$ cat src/rtl/tbuart_rx_pkg.sv
// Shared definitions for the tbuart_rx UART receive monitor.
// FSM encoding, line terminator and the line-length counter step.
package tbuart_rx_pkg;

  typedef enum logic [1:0] {
    IDLE  = 2'd0,
    START = 2'd1,
    DATA  = 2'd2,
    STOP  = 2'd3
  } state_t;

  localparam logic [7:0] ASCII_LF = 8'h0A;

  // Saturating increment used by the per-line byte counter
  function automatic logic [7:0] sat_inc(input logic [7:0] v, input logic [7:0] lim);
    return (v >= lim) ? v : v + 8'd1;
  endfunction

endpackage

$ cat src/rtl/tbuart_sync2.sv
// Two-flop synchronizer for the asynchronous serial line.
// Resets to 1 so a line held in reset reads as idle.
module tbuart_sync2 (
  input  logic i_clk,
  input  logic i_rst_n,
  input  logic i_d,
  output logic o_q
);

  logic r_meta;
  logic r_sync;

  always_ff @(posedge i_clk or negedge i_rst_n) begin
    if (!i_rst_n) begin
      r_meta <= 1'b1;
      r_sync <= 1'b1;
    end else begin
      r_meta <= i_d;
      r_sync <= r_meta;
    end
  end

  assign o_q = r_sync;

endmodule

$ cat src/rtl/tbuart_rx.sv
// 8N1 UART receive monitor: recovers bytes, flags framing errors and
// counts bytes per text line (terminated by LF) for print-output detection.
module tbuart_rx
  import tbuart_rx_pkg::*;
#(
  parameter int unsigned CLKS_PER_BIT = 16,
  parameter int unsigned MAX_LINE     = 255
) (
  input  logic       clock,
  input  logic       resetb,
  input  logic       ser_rx,
  output logic [7:0] rx_data,
  output logic       rx_valid,
  output logic       frame_err,
  output logic       busy,
  output logic       line_done,
  output logic [7:0] char_count
);

  localparam int unsigned TW = $clog2(CLKS_PER_BIT);
  localparam logic [TW-1:0] HALF_M1 = TW'(CLKS_PER_BIT / 2 - 1);
  localparam logic [TW-1:0] FULL_M1 = TW'(CLKS_PER_BIT - 1);

  state_t          r_state;
  state_t          w_state_nxt;
  logic [TW-1:0]   r_timer;
  logic [2:0]      r_bit_idx;
  logic [7:0]      r_shreg;
  logic            r_wait_high;
  logic [7:0]      r_rx_data;
  logic            r_rx_valid;
  logic            r_frame_err;
  logic            r_busy;
  logic            r_line_done;
  logic [7:0]      r_char_count;
  logic            w_rx_s;
  logic            w_tick_half;
  logic            w_tick_full;

  tbuart_sync2 u_sync (
    .i_clk   (clock),
    .i_rst_n (resetb),
    .i_d     (ser_rx),
    .o_q     (w_rx_s)
  );

  assign w_tick_half = (r_timer == HALF_M1);
  assign w_tick_full = (r_timer == FULL_M1);

  always_ff @(posedge clock or negedge resetb) begin
    if (!resetb) r_state <= IDLE;
    else         r_state <= w_state_nxt;
  end

  always_comb begin
    w_state_nxt = r_state;
    case (r_state)
      IDLE:  if (!r_wait_high && !w_rx_s) w_state_nxt = START;
      START: if (w_tick_half) w_state_nxt = w_rx_s ? IDLE : DATA;
      DATA:  if (w_tick_full && (r_bit_idx == 3'd7)) w_state_nxt = STOP;
      STOP:  if (w_tick_full) w_state_nxt = IDLE;
      default: w_state_nxt = IDLE;
    endcase
  end

  // Bit timing, shifting and registered result pulses
  always_ff @(posedge clock or negedge resetb) begin
    if (!resetb) begin
      r_timer      <= '0;
      r_bit_idx    <= 3'd0;
      r_shreg      <= 8'd0;
      r_wait_high  <= 1'b0;
      r_rx_data    <= 8'd0;
      r_rx_valid   <= 1'b0;
      r_frame_err  <= 1'b0;
      r_busy       <= 1'b0;
      r_line_done  <= 1'b0;
      r_char_count <= 8'd0;
    end else begin
      r_rx_valid  <= 1'b0;
      r_frame_err <= 1'b0;
      r_line_done <= 1'b0;
      r_busy      <= (w_state_nxt != IDLE);

      if ((r_state == IDLE) || ((r_state == START) && w_tick_half)) r_timer <= '0;
      else if (w_tick_full)                                       r_timer <= '0;
      else                                                        r_timer <= r_timer + TW'(1);

      if (r_state == START) r_bit_idx <= 3'd0;

      if ((r_state == DATA) && w_tick_full) begin
        r_shreg   <= {w_rx_s, r_shreg[7:1]};
        r_bit_idx <= r_bit_idx + 3'd1;
      end

      // A low stop bit may be a break; hold off new frames until the line idles
      if ((r_state == IDLE) && w_rx_s) r_wait_high <= 1'b0;

      if ((r_state == STOP) && w_tick_full) begin
        if (w_rx_s) begin
          r_rx_data  <= r_shreg;
          r_rx_valid <= 1'b1;
          if (r_shreg == ASCII_LF) begin
            r_line_done  <= 1'b1;
            r_char_count <= 8'd0;
          end else begin
            r_char_count <= sat_inc(r_char_count, 8'(MAX_LINE));
          end
        end else begin
          r_frame_err <= 1'b1;
          r_wait_high <= 1'b1;
        end
      end
    end
  end

  assign rx_data    = r_rx_data;
  assign rx_valid   = r_rx_valid;
  assign frame_err  = r_frame_err;
  assign busy       = r_busy;
  assign line_done  = r_line_done;
  assign char_count = r_char_count;

endmodule

$ cat config.mk
export PLATFORM = sky130hd
export DESIGN_NAME = tbuart_rx
export DESIGN_NICKNAME = d
export VERILOG_FILES = /design/src/rtl/tbuart_rx_pkg.sv /design/src/rtl/tbuart_sync2.sv /design/src/rtl/tbuart_rx.sv
export SDC_FILE = /design/constraint.sdc
export NUM_CORES = 1
export LEC_CHECK = 0
export ABC_AREA = 1
export CORE_MARGIN = 5
export CORE_UTILIZATION = 40
export CTS_BUF_LIST = sky130_fd_sc_hd__clkbuf_8
export CTS_CLUSTER_SIZE = 16
export DETAILED_ROUTE_END_ITERATION = 16
export GPL_TIMING_DRIVEN = 0
export PLACE_DENSITY = 0.66
export SYNTH_ARGS = -nofsm -noshare
export SYNTH_HDL_FRONTEND = slang
export SYNTH_SLANG_ARGS = --single-unit
$ cat constraint.sdc
create_clock -name clock -period 1.66 [get_ports clock]
set_input_delay 0.332 -clock clock [delete_from_list [all_inputs] [get_ports clock]]
set_output_delay 0.332 -clock clock [all_outputs]
set_load 0.05 [all_outputs]
==> results.sh <==
export IMPL_status="finished, final reports clean"
export IMPL_dieHeight_um=77.9
export IMPL_grt_max_degree=41
export IMPL_antenna_found_initial=0
export IMPL_postLayoutCellArea_um2=2290
export IMPL_insertion_delay_ns=0.29
export IMPL_worstPathMaxFanout=5
export IMPL_grtUsageTotal_pct=13.2
export IMPL_setup_violations=0
export IMPL_slew_violations=0
export IMPL_synth_xor_xnor_area_share_pct=1.42
export IMPL_dieArea_um2=6080
export IMPL_fin_nets=252
export IMPL_die_x_um=77.9
export IMPL_timing_worst_setup_path_type="reg2out"
export IMPL_critical_path_arrival_ns=1.26
export IMPL_synth_compound_area_share_pct=7.59
export IMPL_htree_levels=2
export IMPL_vias_per_cell=4.73
export IMPL_hold_viol=0
export IMPL_crit_path_start_kind="register"
export IMPL_overflow=0
export IMPL_power_total_mw=2.12
export IMPL_worst_pin_slew_ns=0.848
export IMPL_yosys_area_share_simple_pct=28.4
export IMPL_postSynthAreaPerCell_um2=8.75
export IMPL_initial_core_util_pct=41.8
export IMPL_cp_slowest_stage_delay_ns=0.53
export IMPL_core_area_um2=4410
export IMPL_vdd_drop_max_uv=472
export IMPL_critPathBufInv=1
export IMPL_post_route_period_util_pct=96.1
export IMPL_place_inst=285
export IMPL_fin_worst_skew_ns=0.00785
export IMPL_synthesis_nets=218
export IMPL_drtPass1Iterations=4
export IMPL_fp_row_count=24
export IMPL_setup_ws_ns=0.0650
export IMPL_num_io_pins=23
export IMPL_root_buffer="clkbuf_8"
export IMPL_yosysTopAreaCell="dfrtp_1"
export IMPL_final_cells=298
export IMPL_hold_path_class="in2async"
export IMPL_drc=0
export IMPL_crit_family="buffers and inverters"
export IMPL_dr_first_iter_drc_count=82
export IMPL_synthMuxAreaShare_pct=0
export IMPL_place_congestion=0.784
export IMPL_critical_path_required_ns=1.33
export IMPL_layout_common_cells="nand2_1 (60), dfrtp_1 (36), inv_1 (25)"
export IMPL_cts_tree="yes"
export IMPL_dpl_instance_area_um2=2130
export IMPL_drive_gt1_share_pct=15.9
export IMPL_syn_inst=211
export IMPL_cts_clk_slew_worst_paths_ns=0.07
export IMPL_area_delta_synth_final_pct=23.8
export IMPL_drt_total_wl_mm=3.55
export IMPL_ys_warn_count=0
export IMPL_rsz0062_at_grt="false"
export IMPL_cp_slowest_cell="clkdlybuf4s15_1"
export IMPL_power_density_nw_per_um2=928
export IMPL_drtAntennaViolNets=0
export IMPL_dp_hpwl_mm=2.41
export IMPL_synthDominantCellAreaShare_pct=51.5
export IMPL_cts_sinks=40
export IMPL_maxCapViolations=0
export IMPL_power_leakage_nw=1.21
export IMPL_worst_setup_path_end_kind="output pin"
export IMPL_final_common_cell="nand2_1"
export IMPL_synthDistinctLibCells=24
export IMPL_synth_area_um2=1850
export IMPL_synthAdderAreaFrac_pct=2.71
export IMPL_num_vias=1411
export IMPL_synth_top_family_by_area="simple AND/OR/NAND/NOR gates"
export IMPL_finalSetupTns_ns=0
export IMPL_netlist_top_cells_area="dfrtp_1 (51%), nand2_1 (13%), nor2_1 (4.7%)"
export IMPL_io_buffers=22
export IMPL_whs_ns=0.145
export IMPL_fmax_ghz=0.627
export IMPL_cts_buffers=5
export IMPL_fin_util_pct=51.8
export IMPL_wl_per_cell_um=11.9
export IMPL_first_global_vias=1514
export IMPL_yosysSeqAreaShare_pct=54.3
export IMPL_crit_path_cell_trace="clkdlybuf4s15_1"
export IMPL_grt_pass1_wl_mm=6.51
export IMPL_min_period_ns=1.60
export IMPL_cts_path_max_buffers=2
export IMPL_slew_headroom_pct=43.5
export IMPL_antenna_cells=0
export IMPL_pre_cts_slack_ns=0.0327
export IMPL_ys_seq_elements=40
==> area by class of cell <==
type                            instances  area (um^2)
Fill cell                             411         2130
Sequential cell                        40         1010
Multi-Input combinational cell        147          805
Timing Repair Buffer                   27          235
Inverter                               23         91.3
Clock buffer                            5         68.8
Tap cell                               52         65.1
Clock inverter                          3         11.3
Buffer                                  1         5.00
==> Yosys cell counts <==
master and n:
xor2_1 2, o21ai_2 7, nand2_2 3, nor2_8 1, nor3_1 3, a21oi_1 2, nand4_1 3, ha_1 4
nand3_1 17, a2bb2oi_1 1, nor2_2 1, dfstp_2 2, nand2_4 2, o21ai_0 12, nand2_1 62, inv_1 22
xnor2_1 1, nand3b_1 1, nor2_1 23, inv_2 1, dfrtp_1 38, nor2_4 1, clkbuf_2 1, buf_6 1
==> where the power goes <==
part | switching (mW) | leakage (nW) | internal, mW | total [mW]
clock | 0.319 | 0.0519 | 0.280 | 0.599
sequential | 0.0643 | 0.538 | 1.06 | 1.12
combinational | 0.260 | 0.619 | 0.144 | 0.404
==> registers in the layout, summed over array words and instances, names as in the netlist, 2 cells and up <==
signal	count
char_count	8
r_state	2
r_timer	4
r_shreg	8
r_bit_idx	3
rx_data	8
==> routing by layer <==
| layer | global-route usage (%) | wire length (um) | up-vias |
|---|---|---|---|
| met3 | 3.01 | 147 | 6 |
| met5 | 0 | 0 | - |
| li1 | - | - | 737 |
| met1 | 16.5 | 1640 | 645 |
| met2 | 21.2 | 1700 | 23 |
| met4 | 7.26 | 67 | 0 |
==> timing repair <==
| item | CTS | global route |
|---|---|---|
| hold buffers | 0 | 0 |
| pin swaps | 0 | 4 |
| gates cloned | 0 | 1 |
| buffers inserted | 0 | 5 |
| gates resized for setup | 20 | 18 |
| setup endpoints to repair | 20 | 29 |
==> cell families (layout without fill, tap and decap cells) <==
logic type                 after synthesis  count (layout)
buffers and inverters                   25              59
xor gates and xnor gates                 3               3
and+or+nand+nor                        117             118
AOI/OAI and AO/OA                       22              22
adders and majority gates                4               4
DFF                                     40              40
==> path summary, 6_finish.rpt <==
kind,startpoint,end,slack (ns),depth (start not counted)
max in group asynchronous,resetb,char_count[0]$_DFFE_PN0P_,0.94,1
hold / removal,resetb,r_wait_high$_DFF_PN0_,0.15,1
setup / recovery,char_count[4]$_DFFE_PN0P_,char_count[4],0.06,1
hold reg to reg,u_sync.r_meta$_DFF_PN1_,u_sync.o_q$_DFF_PN1_,0.35,0
min in group clock,u_sync.r_meta$_DFF_PN1_,u_sync.o_q$_DFF_PN1_,0.35,0
setup reg to reg,r_timer[0]$_DFF_PN0_,char_count[5]$_DFFE_PN0P_,0.10,10
Note: power is estimated with default switching activity, not from simulation.
==> RTL change 1 (same flow settings) <==
Make the reset (`i_rst_n` and `resetb`) synchronous in 3 clocked blocks. Comments in the files are not updated.
--- a/src/rtl/tbuart_sync2.sv
+++ b/src/rtl/tbuart_sync2.sv
@@ -10,7 +10,7 @@
   logic r_meta;
   logic r_sync;
 
-  always_ff @(posedge i_clk or negedge i_rst_n) begin
+  always_ff @(posedge i_clk) begin
     if (!i_rst_n) begin
       r_meta <= 1'b1;
       r_sync <= 1'b1;
--- a/src/rtl/tbuart_rx.sv
+++ b/src/rtl/tbuart_rx.sv
@@ -47,7 +47,7 @@
   assign w_tick_half = (r_timer == HALF_M1);
   assign w_tick_full = (r_timer == FULL_M1);
 
-  always_ff @(posedge clock or negedge resetb) begin
+  always_ff @(posedge clock) begin
     if (!resetb) r_state <= IDLE;
     else         r_state <= w_state_nxt;
   end
@@ -64,7 +64,7 @@
   end
 
   // Bit timing, shifting and registered result pulses
-  always_ff @(posedge clock or negedge resetb) begin
+  always_ff @(posedge clock) begin
     if (!resetb) begin
       r_timer      <= '0;
       r_bit_idx    <= 3'd0;
Behaviour: differs if resetb is asserted again (counterexample within 4 cycles, from zero or initial values and one cycle with resetb low); with resetb held inactive, the same outputs for 10 cycles.
==> RTL change 1 against the original RTL <==
  * Sequential share of layout area down 6.5 points
  * Highest routed layer unchanged
  * Non-clock buffer count is 6 higher
  * Register-to-register slack worse by 0.02 ns
  * Setup slack lost 0.015 ns
  * Sequential cell count unchanged
  * Die area shrank 6.2%
  * Wire length increased by 0.51%
  * Via count grew 8.5%
  * Final area is 6.2% lower
  * Synthesized area decreased by 7.0%
  * Cell count is 5.7% higher
Power is not compared: it rests on default switching activity, and its combinational part moved more than twofold at a synthesized area within 25%.
==> RTL change 1: results (changes against the original RTL) <==
metric	value	unit	change
port_buffers	21		was 22
grt_max_degree	14		was 41
drt_iter0_markers	91		was 82
cp.arrival	1.28	ns	was 1.26 ns
status	finished clean		unchanged
r2r_cells	8		was 10
grt_pass1_wl	5.81	mm	was 6.51 mm
critPathLaunch	char_count[4]		unchanged
async_flop_share	0		was 1.00
gp_congestion	0.781		was 0.784
seq_area_frac_synth	0.466		was 0.543
synth_fa_ha_area_frac	0.0292		was 0.0271
reg2reg_setup_slack	0.08	ns	was 0.10 ns
viasPerCell	4.86		was 4.73
drive_gt1_frac	0.143		was 0.159
finClkSkew	0.00958	ns	was 0.00785 ns
synth_xor_area_frac	0.0102		was 0.0142
maxSlewHeadroom	0.671		was 0.435
synth_compound_area_frac	0.122		was 0.0759
rows	23		was 24
synthTopCellsByCount	dfxtp_1 (40), nand2_1 (40), nor2_1 (36)		was nand2_1 (62), dfrtp_1 (38), nor2_1 (23)
critPathMaxFanout	6		was 5
place_area	0.00199	mm²	was 0.00213 mm²
synthTopCellsByArea	dfxtp_1 (47%), nand2_1 (8.7%), nor2_1 (7.9%)		was dfrtp_1 (51%), nand2_1 (13%), nor2_1 (4.7%)
r2r_start	r_timer[0]		unchanged
grt_pass1_vias	1333		was 1514
grt_usage	0.136		was 0.132
r2r-end	line_done		was char_count[5]
post_drt_wl_per_cell	11.3	µm	was 11.9 µm
syn-num-nets	236		was 218
hold_path.class	in2reg		was in2async
dp_slack	0.0507	ns	was 0.0327 ns
RTL change 1: cell count changes in the layout (fill, tap and decap cells not counted), moves of 3 or more:
cell / unedited run / this run
dfxtp_1: 0 / 37
o21ai_2: 7 / 0
nand2_1: 60 / 39
buf_4: 4 / 9
or2_2: 0 / 3
dfxtp_2: 0 / 3
a21oi_1: 2 / 20
nand2_4: 4 / 1
dfrtp_1: 36 / 0
o21ai_0: 12 / 22
nor2_1: 23 / 35
nand3_1: 17 / 12
RTL change 1: cells by family (layout without fill, tap and decap cells):
family / after synthesis / count (layout)
XOR/XNOR: 2 / 2
buffers and inverters: 34 / 70
flip-flops: 40 / 40
AND/OR/NAND/NOR: 107 / 107
AO/OA/AOI/OAI: 42 / 42
adder cells (fa/ha/maj): 4 / 4
RTL change 1: layer usage:
metal / vias up / part of all wire / global-route usage
li1: 810 / - / -
met1: 674 / 0.48 / 0.177
met2: 40 / 0.43 / 0.203
met3: 7 / 0.063 / 0.0462
met4: 0 / 0.020 / 0.0602
met5: - / 0 / 0
RTL change 1: worst max path at each step:
stage,endpoint,slack (ns),cells after the start
floorplan,char_count[2],0.09,6
global placement,char_count[2],0.05,1
detailed placement,char_count[2],0.05,1
CTS,char_count[2],0.006,1
global route,rx_data[1],-0.03,9
finish,char_count[4],0.05,1
RTL change 1: metrics by stage:
stage / hold WS (ns) / std cells
5_1_grt: 0.387 / 315
2_1_floorplan: 0.393 / 229
3_5_place_dp: 0.397 / 300
6_report: 0.372 / 315
4_1_cts: 0.368 / 308
3_3_place_gp: 0.395 / 300
RTL change 1: power groups by stage:
stage          clock network, mW  registers [mW]  logic, mW
2_1_floorplan                  0           0.989     0.0224
3_3_place_gp                   0           0.987     0.0353
3_5_place_dp                   0           0.987     0.0357
4_1_cts                    0.817           0.964     0.0352
5_1_grt                    0.846           0.965     0.0390
6_report                   0.792           0.965     0.0346
RTL change 1: what timing repair did:
action                                  in CTS  in global routing
pin swaps                                    0                  2
endpoints found under the setup margin      20                 13
resized for setup                           20                  9
cloned                                       0                  0
setup buffers                                0                  7
RTL change 1: cell type report:
| type | count | area, µm² |
|---|---|---|
| buffer | 6 | 42.5 |
| clock buffer | 5 | 68.8 |
| clock inverter | 3 | 42.5 |
| fill | 406 | 1940 |
| inverter | 28 | 109 |
| multi-input combinational | 155 | 779 |
| sequential | 40 | 805 |
| tap | 50 | 62.6 |
| timing repair buffer | 28 | 235 |
==> RTL change 2 (config.mk and constraints unchanged) <==
Made on the original files. Set the parameter `MAX_LINE` to 128 (it was 255).
--- a/src/rtl/tbuart_rx.sv
+++ b/src/rtl/tbuart_rx.sv
@@ -4,7 +4,7 @@
   import tbuart_rx_pkg::*;
 #(
   parameter int unsigned CLKS_PER_BIT = 16,
-  parameter int unsigned MAX_LINE     = 255
+  parameter int unsigned MAX_LINE     = 128
 ) (
   input  logic       clock,
   input  logic       resetb,
Formal check against the unedited RTL: same outputs for any inputs over 10 cycles, from zero or initial values and one cycle with resetb low; that may be too few to reach the edited logic, so the function may still have changed.
==> RTL change 2 against the original RTL <==
  * Hold slack improved by 0.019 ns
  * Synthesized cell count decreased by 2.4%
  * Combinational power down 11%
  * Power is 0.63% higher
  * Sequential cell count stayed put
  * First-iteration DRC count up 1.2%
  * Wire length down 3.1%
  * Maximum frequency is 0.58% lower
  * Sequential share of layout area grew 1.6 points
  * Final area is 3.7% lower
  * Cell count fell by 3.4%
  * Setup slack got worse by 0.0092 ns
  * Sequential power about the same
  * Synthesized area grew 0.88%
==> RTL change 2: results (changes against the original RTL) <==
metric	value	unit	change
syn-num-nets	214		was 218
gp_congestion	0.750		was 0.784
viasPerCell	4.80		was 4.73
drt-met1-wl	1.71	mm	was 1.64 mm
syn_avg_cell_area	9.04	µm²	was 8.75 µm²
synthTopCellsByCount	nand2_1 (62), dfrtp_1 (38), inv_1 (23)		was nand2_1 (62), dfrtp_1 (38), nor2_1 (23)
ir_drop	0.512	mV	was 0.472 mV
place_area	0.00214	mm²	was 0.00213 mm²
post-dp-hpwl	2.42	mm	was 2.41 mm
cp_slowest_cell	dlygate4sd2_1		was clkdlybuf4s15_1
worst_pin_slew	0.877	ns	was 0.848 ns
seq_area_frac_synth	0.539		was 0.543
grt_pass1_vias	1334		was 1514
r2r-end	r_bit_idx[0]		was char_count[5]
critical_path.max_stage_delay	0.55	ns	was 0.53 ns
status	finished clean		unchanged
layout.nets	243		was 252
reg2reg_setup_slack	0.13	ns	was 0.10 ns
wl_met2	1.54	mm	was 1.70 mm
drive_gt1_frac	0.140		was 0.159
async_flop_share	1.00		unchanged
synth_top_cell_area_share	0.510		was 0.515
ys_types	27		was 24
r2r_cells	9		was 10
routed_wl	3.44	mm	was 3.55 mm
antenna_found_initial	0		unchanged
placed_cells	280		was 285
met3WireLength	129	µm	was 147 µm
p_int	1.50	mW	was 1.48 mW
drt_iter0_markers	83		was 82
post_drt_wl_per_cell	12.0	µm	was 11.9 µm
p_leak	1.18	nW	was 1.21 nW
grt_pass1_wl	6.13	mm	was 6.51 mm
finClkSkew	0.00653	ns	was 0.00785 ns
==> RTL change 2: cell types whose count changed in the layout (fill, tap and decap cells not counted), moves of 3 or more <==
cell / delta
buf_4: -3
ha_1: +3
nand2_4: -3
nand3_1: -11
nor2_1: -3
==> RTL change 2: kinds of logic after synthesis <==
kind of cell               Yosys count  share of synthesized area
buffers and inverters               29                     0.0678
adders and majority gates            5                     0.0336
DFF                                 40                      0.539
and+or+nand+nor                    105                      0.253
xor gates and xnor gates             4                     0.0188
AOI/OAI and AO/OA                   23                     0.0880
==> RTL change 2: stage by stage <==
step                      hold slack, ns  setup slack, ns
after detailed placement           0.347           0.0510
final                              0.164           0.0557
after floorplan                   0.0364            0.140
after global placement             0.346           -0.752
after CTS                          0.188          0.00793
after global routing               0.243          0.00283
==> RTL change 2: power by group through the flow <==
stage / sequential, mW / combinational [mW] / clock, mW
2_1_floorplan: 1.17 / 0.238 / 0
4_1_cts: 1.12 / 0.364 / 0.683
5_1_grt: 1.13 / 0.423 / 0.721
3_5_place_dp: 1.14 / 0.371 / 0
6_report: 1.12 / 0.361 / 0.653
3_3_place_gp: 1.14 / 0.368 / 0
==> RTL change 2: worst max-delay path by stage <==
stage,slack [ns],cells after the start,start,to
2_1_floorplan,0.14,7,char_count[1],char_count[6]
3_3_place_gp,-0.75,1,resetb,char_count[6]
3_5_place_dp,0.05,1,char_count[2],char_count[2]
4_1_cts,0.008,1,char_count[3],char_count[3]
5_1_grt,0.003,1,char_count[1],char_count[1]
6_report,0.06,1,char_count[4],char_count[4]
==> RTL change 2: layout make-up <==
type,count,area (µm²)
Clock inverter,2,7.51
Inverter,26,103
Buffer,3,23.8
Fill cell,445,2240
Sequential cell,40,1000
Multi-Input combinational cell,137,733
Tap cell,52,65.1
Clock buffer,6,82.6
Timing Repair Buffer,22,184
==> RTL change 2: layer usage <==
layer,GRT usage,up-vias
li1,-,705
met1,0.167,650
met2,0.196,22
met3,0.0389,5
met4,0.0524,0
met5,0,-
